===== config.mk =====
export PLATFORM = sky130hd
export DESIGN_NAME = sram_fifo_ctrl
export DESIGN_NICKNAME = d
export VERILOG_FILES = /design/src/rtl/sram_fifo_ctrl_pkg.sv /design/src/rtl/sram_fifo_outbuf.sv /design/src/rtl/sram_fifo_ctrl.sv
export SDC_FILE = /design/constraint.sdc
export NUM_CORES = 1
export LEC_CHECK = 0
export ABC_CLOCK_PERIOD_IN_PS = 10900
export CAP_MARGIN = 20
export CORE_MARGIN = 1.5
export CORE_UTILIZATION = 30
export CTS_CLUSTER_DIAMETER = 30
export DETAILED_ROUTE_END_ITERATION = 10
export GPL_TIMING_DRIVEN = 0
export PLACE_DENSITY = 0.58
export SETUP_SLACK_MARGIN = 0.5
export SLEW_MARGIN = 20
export SYNTH_ARGS = -nofsm -noshare
export SYNTH_HDL_FRONTEND = slang
export SYNTH_SLANG_ARGS = --single-unit

===== constraint.sdc =====
create_clock -name clk -period 10.9 [get_ports clk]
set_clock_uncertainty 0.15 [all_clocks]
set_input_delay 3.27 -clock clk [delete_from_list [all_inputs] [get_ports clk]]
set_output_delay 3.27 -clock clk [all_outputs]
set_load 0.02 [all_outputs]

===== src/rtl/sram_fifo_ctrl_pkg.sv =====
// Shared SRAM geometry and address type for the SRAM-backed FIFO controller.
// Latency: n/a (constants and types only).
// Backpressure: n/a.
package sram_fifo_ctrl_pkg;

  localparam int SRAM_ADDR_W = 6;
  localparam int SRAM_DATA_W = 64;
  localparam int SRAM_DEPTH  = 64;
  localparam int SRAM_RD_LAT = 1;

  typedef logic [SRAM_ADDR_W-1:0] sram_addr_t;

endpackage


===== src/rtl/sram_fifo_outbuf.sv =====
// Two-entry register FIFO that holds words returned by the SRAM read port.
// Latency: a push is visible at the head the cycle after it is written.
// Backpressure: none internally; the controller never pushes into a full buffer.
module sram_fifo_outbuf #(
  parameter int DATA_W = 64
) (
  input  logic              clk,
  input  logic              rst_n,
  input  logic              clear,
  input  logic              push,
  input  logic [DATA_W-1:0] push_data,
  input  logic              pop,
  output logic [DATA_W-1:0] head_data,
  output logic [1:0]        cnt
);

  logic [DATA_W-1:0] mem [2];
  logic              head;
  logic              wr_idx;

  // With at most two entries the tail slot is the head slot when empty, the other one otherwise.
  assign wr_idx    = head ^ cnt[0];
  assign head_data = mem[head];

  // Head index and occupancy; clear drops everything including a same-cycle push.
  always_ff @(posedge clk or negedge rst_n) begin
    if (!rst_n) begin
      head <= 1'b0;
      cnt  <= 2'd0;
    end else if (clear) begin
      head <= 1'b0;
      cnt  <= 2'd0;
    end else begin
      if (pop) begin
        head <= ~head;
      end
      cnt <= cnt + {1'b0, push} - {1'b0, pop};
    end
  end

  // Payload storage needs no reset; occupancy decides what is meaningful.
  always_ff @(posedge clk) begin
    if (push && !clear) begin
      mem[wr_idx] <= push_data;
    end
  end

endmodule


===== src/rtl/sram_fifo_ctrl.sv =====
// Turns an external 1R1W synchronous SRAM plus a 2-entry register buffer into a valid/ready FIFO.
// Latency: enqueue into an empty FIFO in cycle T gives deq_valid in T+3; 1 enq + 1 deq per cycle sustained.
// Backpressure: enq_ready drops only when the SRAM holds DEPTH words; reads stop when the buffer would overflow.
module sram_fifo_ctrl
  import sram_fifo_ctrl_pkg::*;
#(
  parameter int ADDR_W = SRAM_ADDR_W,
  parameter int DATA_W = SRAM_DATA_W,
  parameter int DEPTH  = SRAM_DEPTH
) (
  input  logic              clk,
  input  logic              rst_n,
  input  logic              clear,
  input  logic              enq_valid,
  output logic              enq_ready,
  input  logic [DATA_W-1:0] enq_data,
  output logic              deq_valid,
  input  logic              deq_ready,
  output logic [DATA_W-1:0] deq_data,
  output logic [ADDR_W:0]   count,
  output logic              sram_write_en,
  output logic [ADDR_W-1:0] sram_write_addr,
  output logic [DATA_W-1:0] sram_write_data,
  output logic              sram_read_en,
  output logic [ADDR_W-1:0] sram_read_addr,
  input  logic [DATA_W-1:0] sram_read_data
);

  logic [ADDR_W-1:0] wr_ptr;
  logic [ADDR_W-1:0] rd_ptr;
  logic [ADDR_W:0]   sram_cnt;
  logic              inflight;
  logic [1:0]        ob_cnt;
  logic              ob_push;
  logic              enq_fire;
  logic              deq_fire;
  logic              issue;
  logic [2:0]        ob_occ;
  logic [2:0]        ob_limit;

  // Handshakes and read issue. Issue looks only at the registered sram_cnt, so a word
  // written this cycle cannot be read until next cycle and the ports never collide.
  always_comb begin
    enq_ready = (sram_cnt != (ADDR_W+1)'(DEPTH));
    deq_valid = (ob_cnt != 2'd0);
    enq_fire  = enq_valid & enq_ready & ~clear;
    deq_fire  = deq_valid & deq_ready & ~clear;
    ob_occ    = {1'b0, ob_cnt} + {2'b00, inflight};
    ob_limit  = 3'd2 + {2'b00, deq_fire};
    issue     = ~clear & (sram_cnt != '0) & (ob_occ < ob_limit);
  end

  assign sram_write_en   = enq_fire;
  assign sram_write_addr = wr_ptr;
  assign sram_write_data = enq_data;
  assign sram_read_en    = issue;
  assign sram_read_addr  = rd_ptr;

  // Read data from last cycle's issue lands in the buffer unless a flush is under way.
  assign ob_push = inflight & ~clear;

  assign count = sram_cnt + (ADDR_W+1)'(inflight) + (ADDR_W+1)'(ob_cnt);

  // Pointers, SRAM occupancy and the in-flight flag; DEPTH is a power of two so pointers wrap freely.
  always_ff @(posedge clk or negedge rst_n) begin
    if (!rst_n) begin
      wr_ptr   <= '0;
      rd_ptr   <= '0;
      sram_cnt <= '0;
      inflight <= 1'b0;
    end else if (clear) begin
      wr_ptr   <= '0;
      rd_ptr   <= '0;
      sram_cnt <= '0;
      inflight <= 1'b0;
    end else begin
      if (enq_fire) begin
        wr_ptr <= wr_ptr + ADDR_W'(1);
      end
      if (issue) begin
        rd_ptr <= rd_ptr + ADDR_W'(1);
      end
      sram_cnt <= sram_cnt + (ADDR_W+1)'(enq_fire) - (ADDR_W+1)'(issue);
      inflight <= issue;
    end
  end

  sram_fifo_outbuf #(
    .DATA_W (DATA_W)
  ) u_outbuf (
    .clk       (clk),
    .rst_n     (rst_n),
    .clear     (clear),
    .push      (ob_push),
    .push_data (sram_read_data),
    .pop       (deq_fire),
    .head_data (deq_data),
    .cnt       (ob_cnt)
  );

endmodule


==> impl_metrics.csv, run 1 <==
group,metric,value,unit
run_status,outcome,"completed",
detailed_routing,drc,0,
logic_synthesis,syn_nets,596,
cts,cts_setup_buffers,0,
detailed_routing,wl_per_cell,15.4,um
cts,cts-root-buf,"clkbuf_16",
place,place_congestion,0.720,
detailed_routing,antenna_left,0,
cts,holdBufCountCts,0,
logic_synthesis,synth-seq-area-share,0.656,
global_routing,antenna_found_initial,0,
timing,min_period_over_period,0.827,
worst_setup_path,cp_max_fo,10,
logic_synthesis,synth-main-ff-cell,"edfxtp_1",
logic_synthesis,synth-edff-count,128,
timing,timing_hold_violations_final,0,
floorplan,io_pins,284,
logic_synthesis,postSynthCellCount,441,
logic_synthesis,syn-mean-instance-area,15.3,sq um
worst_setup_path,worstPathArrival,5.59,ns
worst_setup_path,criticalPathCategory,"primary input to output port",
power_and_ir_drop,p_leak,3.74,nW
layout,fin_nets,844,
detailed_routing,wl,15100,um
logic_synthesis,yosys_warnings,0,
cts,clock_latency,0.41,ns
floorplan,core_area,0.0219,sq mm
logic_synthesis,synth_top_area_cell,"edfxtp_1",
global_routing,grt.overflow.total,0,
detailed_routing,viasPerCell,4.41,
logic_synthesis,synthTopCellsByArea,"edfxtp_1 (57%), mux2_2 (11%), dfrtp_1 (8.5%)",
detailed_routing,drt-initial-drc-count,119,
cts,cts_max_level,4,
timing,fmax,111,MHz
layout,post-route-util,0.455,
hold_path,min_path_type,"flop to flop",
place,dp_cells,950,
logic_synthesis,yosysUniqueCellTypes,42,
cts,cts_resized,0,
floorplan,fp-row-count,54,
timing,worst_slew_pin_slew,0.768,ns
timing,fin_crit,9.01,ns
logic_synthesis,synth-async-reset-ratio,0.152,
layout,fill_cells,1976,
cts,cts_buffers,17,
layout,antenna_cells,0,
worst_setup_path,endpoint_kind,"output port",
timing,slew_headroom,0.488,
logic_synthesis,synthesis.area,0.00673,sq mm
layout,fin_cells,982,
global_routing,grt_pass1_wl,23800,um
floorplan,die_w,153,um
timing,grt_setup_unrepaired,"no",
floorplan,die-area,0.0234,sq mm
detailed_routing,first_pass_iters,4,
power_and_ir_drop,powerDensity,242,mW/mm^2
global_routing,gr-usage-all-layers,0.130,
layout,area_growth,47.8,%
global_routing,grt_max_degree,34,
layout,drive_gt1_frac,0.262,
layout,multi_input_area,0.00169,sq mm
place,hpwl,11200,um
floorplan,die_y,153,um
power_and_ir_drop,peakVddDrop,0.000141,V
place,io_buffer_count,219,
worst_setup_path,worstPathRequired,7.48,ns
floorplan,start_util,0.308,
cts,cts.path.max_buffers,2,
cts,cts_tree,"built",
layout,seq_area,0.00442,sq mm
logic_synthesis,yosys.area.top_type_share,0.571,
cts,cts.sinks,151,
global_routing,grt_pass1_vias,4630,
timing,slew_viol_final,0,
job,drv_cap,0,
timing,setup_viol,0,
logic_synthesis,ys_ff_latch,151,
detailed_routing,vias,4335,
worst_setup_path,startpoint_type,"primary input",
cts,clk_pin_slew_worst_paths,0.07,ns
-- logic make-up after synthesis --
group / count (synthesis) / synth area share
compound gates: 29 / 0.0282
xor+xnor: 16 / 0.0208
fa+ha+maj: 22 / 0.0442
buf+inv: 99 / 0.0936
flops: 151 / 0.656
mux: 67 / 0.112
simple gates: 57 / 0.0452
-- layer usage --
| layer | global-route usage | part of all wire |
|---|---|---|
| met1 | 0.137 | 0.37 |
| met2 | 0.222 | 0.49 |
| met3 | 0.0689 | 0.13 |
| met4 | 0.0398 | 0.0090 |
| met5 | 0 | 0 |
-- cell usage in the layout, fill, tap and decap left out, types with 3 or more instances in the layout --
cell	instances
a21oi_1	8
nand2_1	7
clkdlybuf4s50_1	218
clkbuf_16	17
or4_1	4
mux2_2	65
dfrtp_1	23
inv_6	5
buf_6	3
nand4_1	4
buf_2	7
o31ai_1	3
clkbuf_1	6
nor2b_1	6
buf_4	72
inv_1	21
nor3_1	4
xnor2_1	11
o21ai_0	4
a211oi_1	3
nor2_1	16
fa_1	3
ha_1	19
edfxtp_1	128
inv_8	5
xor2_1	5
nand3_1	4
-- registers in the layout, indices dropped and copies added (netlist names) --
register	count
sram_write_addr	6
u_outbuf.head	1
inflight	1
sram_cnt	7
sram_read_addr	6
u_outbuf.mem	128
u_outbuf.cnt	2
-- worst paths after layout --
path,from,end,slack (ns),cells after the start
worst max-delay path,clear,sram_read_en,1.89,5
worst min register to register,sram_write_addr[5],sram_write_addr[5],0.41,2
worst min-delay path,sram_write_addr[5],sram_write_addr[5],0.41,2
worst max register to register,sram_cnt[2],sram_cnt[6],7.18,16
max in group asynchronous,rst_n,u_outbuf.head,7.52,1
min in group asynchronous,rst_n,sram_cnt[6],2.70,1
-- per-stage QoR --
stage               setup WS, ns  setup TNS [ns]  power [mW]  hold WS [ns]  cell area, sq um
global route                1.79               0        2.54         0.463              9950
floorplan                   2.08               0        1.43         0.494              6730
finish                      1.89               0        2.40         0.413              9950
CTS                         1.89               0        2.44         0.412              9950
global placement           -1.44          -91.93        1.84         0.389              9280
detailed placement          1.90               0        1.86         0.391              9380
-- power breakdown --
| group | switching, mW | internal [mW] | leakage (nW) | total, mW |
|---|---|---|---|---|
| registers | 0.0489 | 0.763 | 1.48 | 0.812 |
| logic | 0.528 | 0.496 | 1.98 | 1.02 |
| clock network | 0.262 | 0.306 | 0.282 | 0.568 |
-- critical path, stage by stage --
cell and delay [ns]:
clkdlybuf4s50_1 0.46, clkbuf_1 0.28, clkbuf_1 0.35, nor3_1 0.52
clkdlybuf4s50_1 0.71
-- synth_stat cells (2+ instances only) --
library cell,number
xnor2_1,11
buf_4,65
mux2_2,65
or3_1,2
nor2_1,16
ha_1,19
o21ai_0,4
inv_1,21
nand2b_1,2
edfxtp_1,128
nand4_1,4
o211ai_1,2
nand2_1,7
a211oi_1,3
a21oi_1,8
nor2b_1,6
a31oi_1,2
mux2i_1,2
nand3_1,4
buf_2,6
xor2_1,5
clkbuf_1,6
o31ai_1,3
dfrtp_1,23
or4_1,4
fa_1,3
nor3_1,5
-- final cells by class --
type | instances | area share
Buffer | 78 | 0.0554
Clock buffer | 17 | 0.0427
Clock inverter | 15 | 0.0153
Inverter | 21 | 0.00792
Multi-Input combinational cell | 191 | 0.170
Sequential cell | 151 | 0.444
Tap cell | 280 | 0.0352
Timing Repair Buffer | 229 | 0.229
No activity file was read; power rests on OpenSTA's default activity.
==> run 2, diff against run 1 <==
Settings changed: ABC_CLOCK_PERIOD_IN_PS 10900 to 8300.
Clock period 10.9 ns to 8.3 ns, I/O delays scaled along.
==> impl_metrics.csv, run 2 (synthesis results as in run 1) <==
group,metric,value,unit
cts,cts_resized,0,
detailed_routing,viasPerCell,4.44,
worst_setup_path,cp_max_fo,10,
timing,setup_viol,0,
timing,grt_setup_unrepaired,"no",
floorplan,die_w,153,um
timing,fmax,135,MHz
timing,layout_setup_ws,0.885,ns
worst_setup_path,cp_cell_sequence,"clkdlybuf4s50_1, clkbuf_1, clkbuf_1, nor3_1, clkdlybuf4s50_1",
layout,fin_area,0.00998,sq mm
detailed_routing,wl,16300,um
cts,clk_pin_slew_worst_paths,0.06,ns
timing,slew_viol_final,0,
cts,clock_latency,0.41,ns
floorplan,die_y,153,um
timing,worst_slew_pin_slew,0.715,ns
floorplan,fp-row-count,54,
hold_path,min_path_type,"flop to flop",
worst_setup_path,worstPathArrival,4.77,ns
detailed_routing,vias,4330,
place,hpwl,12000,um
cts,cts.sinks,151,
layout,layout_common_cells,"clkdlybuf4s50_1 (218), edfxtp_1 (128), buf_4 (65), mux2_2 (65), dfrtp_1 (23)",
global_routing,grt.overflow.total,0,
worst_setup_path,max_stage_delay,0.59,ns
cts,cts_buffers,17,
job,drv_cap,0,
timing,timing_hold_violations_final,0,
floorplan,start_util,0.308,
cts,holdBufCountCts,0,
cts,cts-root-buf,"clkbuf_16",
cts,cts.path.max_buffers,2,
detailed_routing,first_pass_iters,4,
detailed_routing,wl_per_cell,16.7,um
global_routing,grt_pass1_wl,25000,um
layout,layout_commonest_cell,"clkdlybuf4s50_1",
power_and_ir_drop,powerDensity,322,mW/mm^2
cts,cts_max_level,4,
global_routing,grt_max_degree,39,
worst_setup_path,cpMaxStageDelayCell,"clkdlybuf4s50_1",
floorplan,core_area,0.0219,sq mm
layout,largest_reg_flops,128,
worst_setup_path,startpoint_type,"primary input",
worst_setup_path,endpoint_kind,"output port",
cts,cts_setup_buffers,0,
power_and_ir_drop,peakVddDrop,0.000190,V
floorplan,die-area,0.0234,sq mm
place,place_congestion,0.821,
place,dpl_worst_slack,0.851,ns
cts,cts_tree,"built",
timing,min_period_over_period,0.893,
worst_setup_path,worstPathRequired,5.66,ns
timing,fin_crit,7.41,ns
global_routing,gr-usage-all-layers,0.140,
timing,whs,0.409,ns
layout,fill_cells,1934,
layout,reg.largest.list,"u_outbuf.mem x128, sram_cnt x7",
place,io_buffer_count,219,
detailed_routing,drc,0,
worst_setup_path,criticalPathCategory,"primary input to output port",
global_routing,grt_pass1_vias,4467,
floorplan,io_pins,284,
timing,slew_headroom,0.523,
place,dp_cells,946,
layout,drive_gt1_frac,0.253,
detailed_routing,drt-initial-drc-count,202,
layout,area_growth,48.1,%
layout,fin_cells,976,
global_routing,antenna_found_initial,0,
layout,fin_nets,840,
detailed_routing,antenna_left,0,
layout,antenna_cells,0,
power_and_ir_drop,total_power,3.21,mW
layout,largest_register,"u_outbuf.mem",
power_and_ir_drop,p_leak,3.73,nW
place,dpl_cell_area,0.00940,sq mm
run_status,outcome,"completed",
[run 2: path summary, 6_finish.rpt]
kind | startpoint | to | slack, ns | depth (start not counted)
max | clear | sram_read_en | 0.89 | 5
min | sram_write_addr[5] | sram_write_addr[5] | 0.41 | 2
max reg2reg | sram_cnt[2] | sram_cnt[6] | 4.68 | 16
min reg2reg | sram_write_addr[5] | sram_write_addr[5] | 0.41 | 2
max in group asynchronous | rst_n | u_outbuf.cnt[1] | 5.69 | 1
min in group asynchronous | rst_n | sram_write_addr[3] | 1.92 | 1
[run 2: layout make-up]
class / instances / area, sq um / share of cell area
flip-flops and latches: 151 / 4420 / 0.443
inverters: 21 / 78.8 / 0.00790
clock buffers: 18 / 429 / 0.0430
plain buffers: 78 / 552 / 0.0553
repair buffers: 225 / 2290 / 0.230
well taps: 280 / 350 / 0.0351
multi-input cells: 191 / 1700 / 0.170
clock inverters: 12 / 151 / 0.0152
[run 2: where the power goes]
part	switching (mW)	internal [mW]
sequential	0.0659	1.00
clock	0.300	0.469
combinational	0.710	0.661
total	1.08	2.13
[run 2: worst max-delay path: cells and delay by family]
kind	cells	cell delay (ns)
buffers and inverters	4	2.08
AND/OR/NAND/NOR	1	0.21
[run 2: metrics by stage]
step           utilization  TNS [ns]
3_5_place_dp         0.429         0
3_3_place_gp         0.424     -6.38
5_1_grt              0.456         0
6_report             0.456         0
4_1_cts              0.456         0
2_1_floorplan            -         0
[run 2: routing by layer]
metal | part of all wire | global-route usage | vias up
met3 | 0.070 | 0.0425 | 16
met5 | 0 | 0 | -
met1 | 0.43 | 0.175 | 2106
met2 | 0.48 | 0.230 | 182
li1 | - | - | 2026
met4 | 0.016 | 0.0462 | 0
==> run 3, diff against run 2 <==
Settings changed: GPL_TIMING_DRIVEN 0 to default.
==> impl_metrics.csv, run 3 (synthesis results as in run 1) <==
group,metric,value,unit
detailed_routing,wl_per_cell,17.5,um
floorplan,die_w,153,um
timing,layout_setup_ws,1.21,ns
place,dpl_worst_slack,1.22,ns
cts,cts_buffers,17,
detailed_routing,viasPerCell,4.55,
layout,largest_register,"u_outbuf.mem",
worst_setup_path,cp_max_fo,16,
power_and_ir_drop,total_power,3.06,mW
layout,layout_common_cells,"clkdlybuf4s50_1 (154), edfxtp_1 (128), mux2_2 (65)",
hold_path,min_path_type,"flop to flop",
layout,post-route-util,0.398,
cts,cts.sinks,151,
global_routing,grt_max_degree,65,
cts,cts_tree,"built",
cts,cts_max_level,4,
global_routing,grt.overflow.total,0,
floorplan,core_area,0.0219,sq mm
power_and_ir_drop,peakVddDrop,0.000215,V
global_routing,gr-usage-all-layers,0.125,
timing,setup_tns,0,ns
place,place_congestion,0.782,
layout,drive_gt1_frac,0.196,
global_routing,grt_pass1_wl,22500,um
power_and_ir_drop,pwr-share-clk,0.249,
power_and_ir_drop,combPwrFrac,0.391,
layout,area_growth,29.5,%
cts,cts.path.max_buffers,2,
cts,cts_resized,0,
power_and_ir_drop,p_seq_frac,0.360,
power_and_ir_drop,powerDensity,351,mW/mm^2
worst_setup_path,endpoint,"sram_write_en",
floorplan,fp-row-count,54,
detailed_routing,antenna_left,0,
worst_setup_path,endpoint_kind,"output port",
layout,layout_commonest_cell,"clkdlybuf4s50_1",
power_and_ir_drop,swShare,0.345,
worst_setup_path,r2r_start,"sram_cnt[2]",
timing,timing_hold_violations_final,0,
worst_setup_path,worstPathRequired,5.66,ns
layout,fin_nets,697,
worst_setup_path,r2r_setup_slack,4.62,ns
job,drv_cap,0,
power_and_ir_drop,power.internal,2.01,mW
cts,cts_setup_buffers,0,
detailed_routing,drc,0,
place,io_buffer_count,155,
floorplan,start_util,0.308,
detailed_routing,first_pass_iters,4,
layout,largest_reg_flops,128,
layout,reg.largest.list,"u_outbuf.mem x128, sram_cnt x7",
global_routing,grt_pass1_vias,4065,
timing,grt_setup_unrepaired,"no",
layout,fill_cells,2038,
layout,antenna_cells,0,
run_status,outcome,"completed",
detailed_routing,drt-initial-drc-count,218,
place,hpwl,9980,um
cts,clock_latency,0.41,ns
worst_setup_path,criticalPathCategory,"primary input to output port",
timing,min_period_over_period,0.855,
power_and_ir_drop,p_leak,3.11,nW
worst_setup_path,worstPathArrival,4.45,ns
worst_setup_path,ff2ff_path_depth,15,
floorplan,die-area,0.0234,sq mm
timing,fmax,141,MHz
timing,worst_slew_pin_slew,0.954,ns
worst_setup_path,r2r-end,"sram_cnt[6]",
floorplan,die_y,153,um
layout,fin_area,0.00872,sq mm
timing,slew_headroom,0.364,
worst_setup_path,startpoint_type,"primary input",
timing,slew_viol_final,0,
detailed_routing,wl,14700,um
detailed_routing,vias,3798,
power_and_ir_drop,power_switching,1.06,mW
worst_setup_path,crit_start,"clear",
cts,clk_pin_slew_worst_paths,0.06,ns
cts,holdBufCountCts,0,
global_routing,antenna_found_initial,0,
timing,fin_crit,7.09,ns
cts,cts-root-buf,"clkbuf_16",
floorplan,io_pins,284,
place,dpl_cell_area,0.00813,sq mm
timing,setup_viol,0,
run 3: changes by cell type in the layout (fill, tap and decap cells not counted), sizes merged:
cell           previous run  this run
clkdlybuf4s50           218       154
bufinv                    3         1
clkinvlp                  3         0
clkbuf                   24        17
clkinv                    4         7
inv                      23        28
buf                      79         6
run 3: stage by stage:
stage	hold WS [ns]	instances
floorplan	0.494	441
global placement	0.391	803
detailed placement	0.416	803
CTS	0.441	835
global route	0.461	835
finish	0.423	835
run 3: cell type report:
type,count,area [sq um],area share
inverter,21,78.8,0.00904
tap,280,350,0.0402
sequential,151,4420,0.507
timing repair buffer,160,1580,0.182
multi-input combinational,191,1700,0.195
clock inverter,15,161,0.0185
clock buffer,17,425,0.0488
run 3: metal layers:
metal | part of all wire | up-vias | GRT usage
met5 | 0 | - | 0
met4 | 0.014 | 0 | 0.0371
met3 | 0.069 | 24 | 0.0445
met2 | 0.48 | 159 | 0.205
met1 | 0.44 | 1869 | 0.153
li1 | - | 1746 | -
run 3: how the worst min path moves through the flow:
| stage | startpoint | end | slack (ns) | cells past startpoint |
|---|---|---|---|---|
| 6_report | sram_write_addr[5] | sram_write_addr[5] | 0.42 | 2 |
| 5_1_grt | sram_write_addr[5] | sram_write_addr[5] | 0.46 | 2 |
| 4_1_cts | sram_write_addr[5] | sram_write_addr[5] | 0.44 | 2 |
| 3_5_place_dp | sram_write_addr[5] | sram_write_addr[5] | 0.42 | 2 |
| 3_3_place_gp | sram_write_addr[5] | sram_write_addr[5] | 0.39 | 2 |
| 2_1_floorplan | sram_read_addr[4] | sram_read_addr[4] | 0.49 | 2 |
run 3: power groups by stage:
stage | Combinational (mW) | Clock (mW) | Sequential, mW
5_1_grt | 1.29 | 0.819 | 1.12
6_report | 1.20 | 0.763 | 1.10
3_5_place_dp | 1.21 | 0 | 1.12
2_1_floorplan | 0.785 | 0 | 1.08
4_1_cts | 1.22 | 0.785 | 1.10
3_3_place_gp | 1.20 | 0 | 1.11
run 3: critical path, stage by stage:
cell             delay (ns)
clkdlybuf4s50_1        0.89
inv_1                  0.30
and2_1                 0.24
clkdlybuf4s50_1        0.54
